### config.mk
export PLATFORM = sky130hd
export DESIGN_NAME = tri_fetch_seq_flat
export DESIGN_NICKNAME = d
export VERILOG_FILES = /design/src/rtl/tri_pkg.sv /design/src/rtl/tri_fetch_seq_if.sv /design/src/rtl/tri_fifo.sv /design/src/rtl/tri_fetch_seq.sv /design/src/flat_wrapper.sv
export SDC_FILE = /design/constraint.sdc
export NUM_CORES = 1
export LEC_CHECK = 0
export BUFFER_PORTS_ARGS = -buffer_cell sky130_fd_sc_hd__buf_2
export CAP_MARGIN = 20
export CORE_MARGIN = 2
export CORE_UTILIZATION = 56
export DETAILED_ROUTE_END_ITERATION = 16
export HOLD_SLACK_MARGIN = 0.03
export PLACE_DENSITY = 0.78
export SYNTH_ARGS = -nofsm -noshare
export SYNTH_HDL_FRONTEND = slang
export SYNTH_SLANG_ARGS = --single-unit
export TNS_END_PERCENT = 1
### constraint.sdc
create_clock -name clk -period 26.1 [get_ports clk]
set_input_delay 2.61 -clock clk [delete_from_list [all_inputs] [get_ports clk]]
set_output_delay 2.61 -clock clk [all_outputs]
set_load 0.01 [all_outputs]
### src/rtl/tri_pkg.sv
// Shared types for the triangle fetch path: triangle payload, FIFO entry and sequencer states.
package tri_pkg;

   localparam int unsigned NDWORDS     = 9;
   localparam int unsigned TRI_W       = 32 * NDWORDS;
   // Index width carried in a FIFO entry; tri_fetch_seq's IDX_W must match it.
   localparam int unsigned ENTRY_IDX_W = 32;

   typedef logic [TRI_W-1:0] tri_t;

   typedef struct packed {
      tri_t                   data;
      logic [ENTRY_IDX_W-1:0] idx;
      logic                   last;
   } tri_entry_t;

   typedef enum logic [1:0] {
      StIdle,
      StReq,
      StStall,
      StDrain
   } fetch_state_e;

endpackage

### src/rtl/tri_fetch_seq_if.sv
// Reader request bus plus the triangle output stream of tri_fetch_seq.
// master = sequencer side, slave = reader / intersection-stage side.
interface tri_fetch_seq_if #(
   parameter int unsigned IDX_W = 32
) ();

   logic               rd_read;
   logic [IDX_W-1:0]   rd_index;
   tri_pkg::tri_t      rd_data;
   logic               rd_done;

   logic               out_valid;
   logic               out_ready;
   tri_pkg::tri_t      out_data;
   logic [IDX_W-1:0]   out_index;
   logic               out_last;

   modport master (
      output rd_read, rd_index, out_valid, out_data, out_index, out_last,
      input  rd_data, rd_done, out_ready
   );

   modport slave (
      input  rd_read, rd_index, out_valid, out_data, out_index, out_last,
      output rd_data, rd_done, out_ready
   );

endinterface

### src/rtl/tri_fifo.sv
// Synchronous FIFO of tri_entry_t with occupancy count. No bypass: a push into an
// empty FIFO shows valid on the following cycle. Push while full is accepted only
// together with a pop.
module tri_fifo
   import tri_pkg::*;
#(
   parameter int unsigned DEPTH = 4,
   localparam int unsigned PtrW = $clog2(DEPTH),
   localparam int unsigned CntW = PtrW + 1
) (
   input  logic            clk,
   input  logic            reset,
   input  logic            push,
   input  tri_entry_t      wdata,
   input  logic            pop,
   output tri_entry_t      head,
   output logic            valid,
   output logic [CntW-1:0] count
);

   tri_entry_t      mem [DEPTH];
   logic [PtrW-1:0] wptr_q, rptr_q;
   logic [CntW-1:0] count_q, count_d;
   logic            valid_q;
   logic            do_push, do_pop;

   assign do_pop  = pop && valid_q;
   assign do_push = push && ((count_q != CntW'(DEPTH)) || do_pop);

   // Occupancy after this cycle's push/pop.
   always_comb begin
      count_d = count_q;
      if (do_push && !do_pop) begin
         count_d = count_q + CntW'(1);
      end else if (!do_push && do_pop) begin
         count_d = count_q - CntW'(1);
      end
   end

   // Pointers, count and registered valid; pointers wrap modulo DEPTH.
   always_ff @(posedge clk) begin
      if (reset) begin
         wptr_q  <= '0;
         rptr_q  <= '0;
         count_q <= '0;
         valid_q <= 1'b0;
      end else begin
         if (do_push) wptr_q <= wptr_q + PtrW'(1);
         if (do_pop)  rptr_q <= rptr_q + PtrW'(1);
         count_q <= count_d;
         valid_q <= (count_d != '0);
      end
   end

   // Storage; contents are don't-care once pointers are reset.
   always_ff @(posedge clk) begin
      if (do_push) mem[wptr_q] <= wdata;
   end

   assign head  = mem[rptr_q];
   assign valid = valid_q;
   assign count = count_q;

endmodule

### src/rtl/tri_fetch_seq.sv
// Triangle fetch sequencer: walks indices 0..ntris-1, requests each triangle from
// the reader, buffers results in tri_fifo and streams them downstream.
// Optional feature macro: TRI_FETCH_STATS_EN (hit/miss counters on reader completions).
module tri_fetch_seq
   import tri_pkg::*;
#(
   parameter int unsigned FIFO_DEPTH = 4,
   parameter int unsigned IDX_W      = ENTRY_IDX_W
) (
   input  logic             clk,
   input  logic             reset,
   input  logic             start,
   input  logic [IDX_W-1:0] ntris,
   output logic             busy,
   output logic             pass_done,
   output logic [31:0]      stat_hits,
   output logic [31:0]      stat_misses,
   tri_fetch_seq_if.master  bus
);

   localparam int unsigned CntW = $clog2(FIFO_DEPTH) + 1;

   fetch_state_e     state_q;
   logic             busy_q, pass_done_q, rd_read_q;
   logic [IDX_W-1:0] rd_index_q, ntris_q;

   tri_entry_t       push_entry, head;
   logic             head_valid;
   logic [CntW-1:0]  fifo_cnt, cnt_post;
   logic             fifo_push, fifo_pop, is_last, room_post;

   // Last compare happens before the increment, so ntris = 2^IDX_W-1 never wraps.
   assign is_last   = (rd_index_q == ntris_q - IDX_W'(1));
   assign fifo_push = (state_q == StReq) && bus.rd_done;
   assign fifo_pop  = head_valid && bus.out_ready;
   assign cnt_post  = fifo_cnt + CntW'(fifo_push) - CntW'(fifo_pop);
   assign room_post = (cnt_post < CntW'(FIFO_DEPTH));

   // Entry captured from the reader in the rd_done cycle.
   always_comb begin
      push_entry      = '0;
      push_entry.data = bus.rd_data;
      push_entry.idx  = rd_index_q;
      push_entry.last = is_last;
   end

   tri_fifo #(
      .DEPTH (FIFO_DEPTH)
   ) u_fifo (
      .clk   (clk),
      .reset (reset),
      .push  (fifo_push),
      .wdata (push_entry),
      .pop   (fifo_pop),
      .head  (head),
      .valid (head_valid),
      .count (fifo_cnt)
   );

   // Sequencer FSM with registered request and status outputs.
   always_ff @(posedge clk) begin
      if (reset) begin
         state_q     <= StIdle;
         busy_q      <= 1'b0;
         pass_done_q <= 1'b0;
         rd_read_q   <= 1'b0;
         rd_index_q  <= '0;
         ntris_q     <= '0;
      end else begin
         pass_done_q <= 1'b0;
         unique case (state_q)
            StIdle: begin
               if (start) begin
                  if (ntris == '0) begin
                     pass_done_q <= 1'b1;
                  end else begin
                     ntris_q    <= ntris;
                     rd_index_q <= '0;
                     busy_q     <= 1'b1;
                     if (fifo_cnt < CntW'(FIFO_DEPTH)) begin
                        state_q   <= StReq;
                        rd_read_q <= 1'b1;
                     end else begin
                        state_q <= StStall;
                     end
                  end
               end
            end
            StReq: begin
               if (bus.rd_done) begin
                  if (is_last) begin
                     state_q   <= StDrain;
                     rd_read_q <= 1'b0;
                  end else begin
                     rd_index_q <= rd_index_q + IDX_W'(1);
                     // rd_read stays high: next request issues back-to-back.
                     if (!room_post) begin
                        state_q   <= StStall;
                        rd_read_q <= 1'b0;
                     end
                  end
               end
            end
            StStall: begin
               if (room_post) begin
                  state_q   <= StReq;
                  rd_read_q <= 1'b1;
               end
            end
            StDrain: begin
               if (fifo_pop && head.last) begin
                  state_q     <= StIdle;
                  busy_q      <= 1'b0;
                  pass_done_q <= 1'b1;
               end
            end
            default: state_q <= StIdle;
         endcase
      end
   end

   assign busy          = busy_q;
   assign pass_done     = pass_done_q;
   assign bus.rd_read   = rd_read_q;
   assign bus.rd_index  = rd_index_q;
   assign bus.out_valid = head_valid;
   assign bus.out_data  = head.data;
   assign bus.out_index = head.idx;
   assign bus.out_last  = head.last;

`ifdef TRI_FETCH_STATS_EN
   logic             prev_read_q, first_q;
   logic [IDX_W-1:0] prev_index_q;
   logic [31:0]      hits_q, misses_q;

   // A completion is a hit when it lands the cycle after the request's first cycle.
   always_ff @(posedge clk) begin
      if (reset) begin
         prev_read_q  <= 1'b0;
         prev_index_q <= '0;
         first_q      <= 1'b0;
         hits_q       <= '0;
         misses_q     <= '0;
      end else begin
         prev_read_q  <= rd_read_q;
         prev_index_q <= rd_index_q;
         first_q      <= rd_read_q && !(prev_read_q && (prev_index_q == rd_index_q));
         if (start && (state_q == StIdle)) begin
            hits_q   <= '0;
            misses_q <= '0;
         end else if (fifo_push) begin
            if (first_q) begin
               if (hits_q != '1) hits_q <= hits_q + 32'd1;
            end else begin
               if (misses_q != '1) misses_q <= misses_q + 32'd1;
            end
         end
      end
   end

   assign stat_hits   = hits_q;
   assign stat_misses = misses_q;
`else
   assign stat_hits   = '0;
   assign stat_misses = '0;
`endif

`ifndef SYNTHESIS
   rd_done_in_req_a: assert property (@(posedge clk) disable iff (reset)
      bus.rd_done |-> (state_q == StReq));
`endif

endmodule
### src/flat_wrapper.sv
// flat-port wrapper written by rule: the top's interface ports become plain ports
module tri_fetch_seq_flat import tri_pkg::*;
#(
   parameter int unsigned FIFO_DEPTH = 4,
   parameter int unsigned IDX_W      = ENTRY_IDX_W
)
  (clk, reset, start, ntris, busy, pass_done, stat_hits, stat_misses, bus_rd_read, bus_rd_index, bus_out_valid, bus_out_data, bus_out_index, bus_out_last, bus_rd_data, bus_rd_done, bus_out_ready);
  tri_fetch_seq_if #(.IDX_W(IDX_W)) bus_i ();
  input  logic clk;
  input  logic reset;
  input  logic start;
  input  logic [IDX_W-1:0] ntris;
  output logic busy;
  output logic pass_done;
  output logic [31:0] stat_hits;
  output logic [31:0] stat_misses;
  output wire logic [$bits(bus_i.rd_read)-1:0] bus_rd_read;
  output wire logic [$bits(bus_i.rd_index)-1:0] bus_rd_index;
  output wire logic [$bits(bus_i.out_valid)-1:0] bus_out_valid;
  output wire logic [$bits(bus_i.out_data)-1:0] bus_out_data;
  output wire logic [$bits(bus_i.out_index)-1:0] bus_out_index;
  output wire logic [$bits(bus_i.out_last)-1:0] bus_out_last;
  input wire logic [$bits(bus_i.rd_data)-1:0] bus_rd_data;
  input wire logic [$bits(bus_i.rd_done)-1:0] bus_rd_done;
  input wire logic [$bits(bus_i.out_ready)-1:0] bus_out_ready;
  assign bus_rd_read = bus_i.rd_read;
  assign bus_rd_index = bus_i.rd_index;
  assign bus_out_valid = bus_i.out_valid;
  assign bus_out_data = bus_i.out_data;
  assign bus_out_index = bus_i.out_index;
  assign bus_out_last = bus_i.out_last;
  assign bus_i.rd_data = bus_rd_data;
  assign bus_i.rd_done = bus_rd_done;
  assign bus_i.out_ready = bus_out_ready;
  tri_fetch_seq #(.FIFO_DEPTH(FIFO_DEPTH), .IDX_W(IDX_W)) u_core (.clk(clk), .reset(reset), .start(start), .ntris(ntris), .busy(busy), .pass_done(pass_done), .stat_hits(stat_hits), .stat_misses(stat_misses), .bus(bus_i));
endmodule
==> results of run 1 <==
==> where the power goes <==
group          total (mW)  switching, mW  internal, mW
Sequential           2.54         0.0449          2.50
Clock                1.95          0.816          1.13
Combinational       0.860          0.487         0.373
==> area by class of cell <==
type	count	share of cell area, %
Timing Repair Buffer	712	6.12
Clock buffer	172	5.95
Inverter	21	0.130
Clock inverter	75	1.43
Tap cell	1186	2.44
Sequential cell	1363	66.1
Antenna cell	32	0.132
Multi-Input combinational cell	874	17.7
==> synth_stat cells, types with 5 or more instances <==
cell,instances
or3_1,21
o21ai_0,19
nand4_1,16
nor2_1,69
o211ai_1,8
and4_1,8
nand3_1,19
dfxtp_1,79
edfxtp_1,1284
and3_1,8
nor2b_1,6
nor3_1,14
mux4_2,321
o31ai_1,16
inv_1,21
a21oi_1,42
ha_1,16
or4_1,22
nand2_1,32
buf_4,66
xor2_1,20
buf_1,43
nor4_1,21
and2_1,10
a41oi_1,5
a31oi_1,8
clkbuf_1,52
xnor2_1,28
mux2i_1,34
==> cells in the final DEF (no fill, tap or decap), drive strengths merged, types with 32 or more instances in the layout <==
| cell | count |
|---|---|
| conb | 64 |
| clkinv | 48 |
| a21oi | 42 |
| mux4 | 321 |
| clkbuf | 172 |
| nand2 | 32 |
| dfxtp | 79 |
| diode | 32 |
| nor2 | 69 |
| edfxtp | 1284 |
| mux2i | 34 |
| buf | 712 |
==> flip-flops by register name (all words and copies together), names as in the netlist, 2 cells and up, named ones only <==
name	flops
u_core.state_q	2
u_core.bus.rd_index	32
u_core.ntris_q	32
u_core.u_fifo.wptr_q	2
u_core.u_fifo.rptr_q	2
u_core.u_fifo.mem	1284
u_core.u_fifo.count	3
==> cell families (layout without fill, tap and decap cells) <==
kind of cell             after synthesis  count (layout)  share of synthesized area, %
XOR/XNOR                              48              48                         0.815
AND/OR/NAND/NOR                      268             268                          2.93
multiplexers                         355             355                          14.7
flip-flops                          1363            1363                          77.8
buffers and inverters                189             980                          1.92
other                                  1              96                       0.00727
AO/OA/AOI/OAI                        123             123                          1.50
adder cells (fa/ha/maj)               16              16                         0.388
==> worst paths after layout <==
check / startpoint / to / slack (ns) / depth (start not counted)
worst max register to register: u_core.state_q[1]$_SDFFE_PP0P_ / u_core.u_fifo.mem[1][226]$_DFFE_PP_ / 21.04 / 7
worst max-delay path: register / bus_out_data[41] / 18.62 / 6
worst min-delay path: u_core.busy$_SDFFE_PP0P_ / u_core.busy$_SDFFE_PP0P_ / 0.49 / 2
worst min register to register: u_core.busy$_SDFFE_PP0P_ / u_core.busy$_SDFFE_PP0P_ / 0.49 / 2
==> metal layers <==
metal | global-route usage (%) | vias up | wire length (um)
li1 | - | 11300 | -
met1 | 31.5 | 13900 | 43800
met2 | 42.4 | 1375 | 63100
met3 | 6.34 | 260 | 9570
met4 | 10.5 | 22 | 4310
met5 | 0 | - | 159
==> per-stage QoR <==
step	hold WS [ns]	power, mW	util (%)	cells
finish	0.492	5.35	66.3	4435
global route	0.507	5.52	66.3	4427
CTS	0.492	5.38	66.2	4400
detailed placement	0.476	3.44	61.3	4153
global placement	0.468	3.41	61.3	4153
floorplan	0.485	3.15	-	2426
==> critical path, delay by kind of cell (launching register included) <==
| family | cells | cell delay [ns] |
|---|---|---|
| DFF | 1 | 0.45 |
| muxes | 1 | 0.64 |
| buffers and inverters | 5 | 2.86 |
==> impl_metrics.ini, run 1 <==
[global_route]
grt_max_degree = 156
grt_pass1_wl_um = 175000
grt_pass1_vias = 26900
antenna_found_initial = 45
grt_use_total_pct = 25.2
grt-ovfl-total = 0

[outcome]
status = finished, final reports clean

[cts]
postCtsSetupRepairBufs = 0
clkTransAtPathRegs_ns = 0.06
clkSinkCount = 1363
htreeDepth = 4
cts_hold_buf = 0
numCtsBuffers = 134
cts_root_buf = clkbuf_16
clockBufferDepth = 3
cts_resized = 0
worstSkewPairLatency_ns = 0.75
cts_tree = built

[detailed_routing]
vias = 26800
drtAntennaViolNets = 0
vias_per_cell = 6.04
drt_iter0_markers = 2970
routed_wl_um = 121000
drt-wirelength-per-cell_um = 27.3
firstDrtPassIters = 6
drc = 0

[synth]
yosys-top-cells-area = edfxtp_1 75%, mux4_2 14%, dfxtp_1 3.1%
synth_area_per_cell_sq_um = 21.8
synth_area_sq_um = 51600
ys_ff_latch = 1363
ys_types = 63
async_flop_share_pct = 0
synth_cells = 2363
yosysWarnings = 0
seq_area_frac_synth_pct = 77.8
yosys.area.top_type = edfxtp_1
synth_top_cell_area_share_pct = 74.7
synth-edff-count = 1284
synth_ff_type = edfxtp_1

[cells_and_area]
drive_gt1_share_pct = 38.6
postLayoutCellArea_sq_um = 60700
fin_nets = 3447
nFillCells = 5714
multi_input_area_sq_um = 10700
final-seq-area_sq_um = 40100
syn2layout_area_growth_pct = 17.6

[flow_run]
maxCapViolCount = 0

[die]
rows = 111
initial_core_util_pct = 56.4
die_x_um = 308
die_area_sq_um = 94600
io_pins = 746
core_area_sq_um = 91500
die_h_um = 308

[critical_path]
cpMostUsedCell = buf_4
startpoint_type = register
worst-path-max-fanout = 51
max_stage_delay_ns = 0.87
endpoint_kind = output pin
slowest_stage = buf_4
crit_required_ns = 23.49
path_cells = buf_16 -> buf_4 -> buf_4 -> buf_4 -> mux4_2 -> buf_2
path_class = reg -> out
worstPathArrival_ns = 4.87

[worst_hold_path]
worstHoldPathType = reg -> reg

[place]
place_hpwl_um = 75500
port_buffers = 681
dp_slack_ns = 18.66
gp_congestion = 0.912
placed_cell_area_sq_um = 56100

[timing]
fin_tns_setup_ns = 0
worst_slack_ns = 18.62
finalCritPeriodShare_pct = 28.6
slew_violations = 0
clock_skew_ns = 0.0228
worstMarginPinSlew_ns = 1.11
rsz0062_at_grt = false
setup_violations = 0
min_period_ns = 7.48
finalHoldViolCount = 0
maxSlewHeadroom_pct = 25.8
fmax_mhz = 134

[pwr]
powerDensity_nw_per_um2 = 88.1
vdd_drop_max_uv = 77.0
leakagePower_nw = 20.5
Note: power is estimated with default switching activity, not from simulation.
==> inputs of run 2 (changes only) <==
Settings changed: CORE_UTILIZATION 56 to 51, PLACE_DENSITY 0.78 to 0.75.
Clock period 26.1 ns to 6.2 ns, I/O delays scaled along.
==> run 2 against run 1 <==
Non-clock buffer count up 4. Via count down 1.7%. Highest routed layer unchanged. Combinational power rose to 4.2 times the previous value.
==> impl_metrics.ini, run 2 (same netlist as run 1, synthesis figures left out) <==
[pwr]
switching_share_pct = 25.1
intPower_mw = 16.5
vdd_drop_max_uv = 275
comb_power_share_pct = 16.3
power.switching_mw = 5.54
leakagePower_nw = 20.4
powerDensity_nw_per_um2 = 364
clkPwrFrac_pct = 35.1
pwr-share-seq_pct = 48.6

[cells_and_area]
final_common_cell = edfxtp_1
drive_gt1_share_pct = 38.4
layout_common_cells = 1284 x edfxtp_1, 681 x buf_2, 321 x mux4_2
largest_reg_flops = 1284
fin_nets = 3454
top_register = u_core.u_fifo.mem
syn2layout_area_growth_pct = 17.7

[flow_run]
maxCapViolCount = 0

[die]
die_area_sq_um = 104000
rows = 116
core_area_sq_um = 100000
initial_core_util_pct = 51.5
io_pins = 746
die_h_um = 322
die_x_um = 322

[global_route]
grt-ovfl-total = 0
grt_pass1_wl_um = 170000
grt_use_total_pct = 22.2
antenna_found_initial = 41
grt_pass1_vias = 26700
grt_max_degree = 132

[timing]
fmax_mhz = 218
maxSlewHeadroom_pct = 29.0
setup_violations = 0
worstMarginPinSlew_ns = 1.07
clock_skew_ns = 0.0266
rsz0062_at_grt = false
min_period_ns = 4.58
worst_slack_ns = 1.62
hold_ws_ns = 0.104
finalCritPeriodShare_pct = 73.9
finalHoldViolCount = 0
slew_violations = 0

[critical_path]
crit_required_ns = 6.77
worst-path-max-fanout = 15
endpoint_kind = register
startpoint_type = register
path_class = reg -> reg
worstPathArrival_ns = 5.15

[detailed_routing]
drt-wirelength-per-cell_um = 25.8
drtAntennaViolNets = 0
firstDrtPassIters = 6
vias_per_cell = 5.80
drt_iter0_markers = 2372
drc = 0
routed_wl_um = 117000
vias = 26400

[cts]
clockBufferDepth = 3
worstSkewPairLatency_ns = 0.73
cts_root_buf = clkbuf_16
cts_resized = 0
cts_hold_buf = 0
clkTransAtPathRegs_ns = 0.06
numCtsBuffers = 137
htreeDepth = 4
postCtsSetupRepairBufs = 0
cts_tree = built
clkSinkCount = 1363

[place]
place_hpwl_um = 74100
gp_congestion = 0.907
port_buffers = 681
dp_slack_ns = 1.69

[worst_hold_path]
worstHoldPathType = in -> reg

[outcome]
status = finished, final reports clean
[run 2: cell count changes in the layout (fill, tap and decap cells not counted), sizes merged]
cell,previous run,this run
bufinv,14,5
inv,28,27
diode,32,27
clkbuf,172,184
clkinvlp,6,2
clkinv,48,49
buf,712,716
[run 2: worst max-delay path, cell delays in order (launching register included)]
cell and delay [ns]:
dfxtp_1 0.35, inv_1 0.07, ha_1 0.25, nor3b_2 0.47, a21oi_1 0.13, or4b_1 0.52
or4_1 0.54, or4_1 0.57, or4_1 0.74, nand2_1 0.48, or4_1 0.21, a21oi_1 0.07
[run 2: worst paths after layout]
| check | end | from | cells after the start | slack, ns |
|---|---|---|---|---|
| worst max-delay path | u_core.bus.rd_index[25]$_SDFFE_PP0P_ | u_core.ntris_q[0]$_SDFFE_PP0P_ | 11 | 1.62 |
| worst min-delay path | u_core.u_fifo.mem[3][173]$_DFFE_PP_ | bus_rd_data[140] | 1 | 0.10 |
| worst max register to register | u_core.bus.rd_index[25]$_SDFFE_PP0P_ | u_core.ntris_q[0]$_SDFFE_PP0P_ | 11 | 1.62 |
| worst min register to register | u_core.busy$_SDFFE_PP0P_ | u_core.busy$_SDFFE_PP0P_ | 2 | 0.52 |
[run 2: power by group through the flow]
stage / logic, mW / clock network (mW) / registers, mW
floorplan: 2.32 / 0 / 10.9
global placement: 3.55 / 0 / 10.9
detailed placement: 3.61 / 0 / 10.9
CTS: 3.64 / 7.93 / 10.7
global route: 3.85 / 8.28 / 10.8
finish: 3.61 / 7.75 / 10.7
[run 2: cell type report]
type,instances,area [sq um]
tap,1298,1620
fill,6964,39400
clock buffer,184,3730
clock inverter,62,483
multi-input combinational,874,10700
inverter,21,78.8
timing repair buffer,716,3860
antenna,27,67.6
sequential,1363,40100
[run 2: metal layers]
| layer | global-route usage [%] | vias to the layer above | share of wire, % |
|---|---|---|---|
| li1 | - | 11300 | - |
| met1 | 26.5 | 13600 | 36 |
| met2 | 37.9 | 1182 | 52 |
| met3 | 6.73 | 252 | 8.8 |
| met4 | 8.37 | 34 | 3.2 |
| met5 | 0 | - | 0.17 |
[run 2: stage by stage]
step | cells | cell area [sq um] | total power [mW] | utilization (%) | setup TNS (ns)
floorplan | 2426 | 51800 | 13.3 | - | -2944.98
global placement | 4272 | 56400 | 14.4 | 56.4 | 0
detailed placement | 4272 | 56400 | 14.5 | 56.4 | 0
CTS | 4518 | 60600 | 22.3 | 60.6 | 0
global route | 4532 | 60700 | 22.9 | 60.6 | 0
finish | 4545 | 60700 | 22.1 | 60.6 | 0
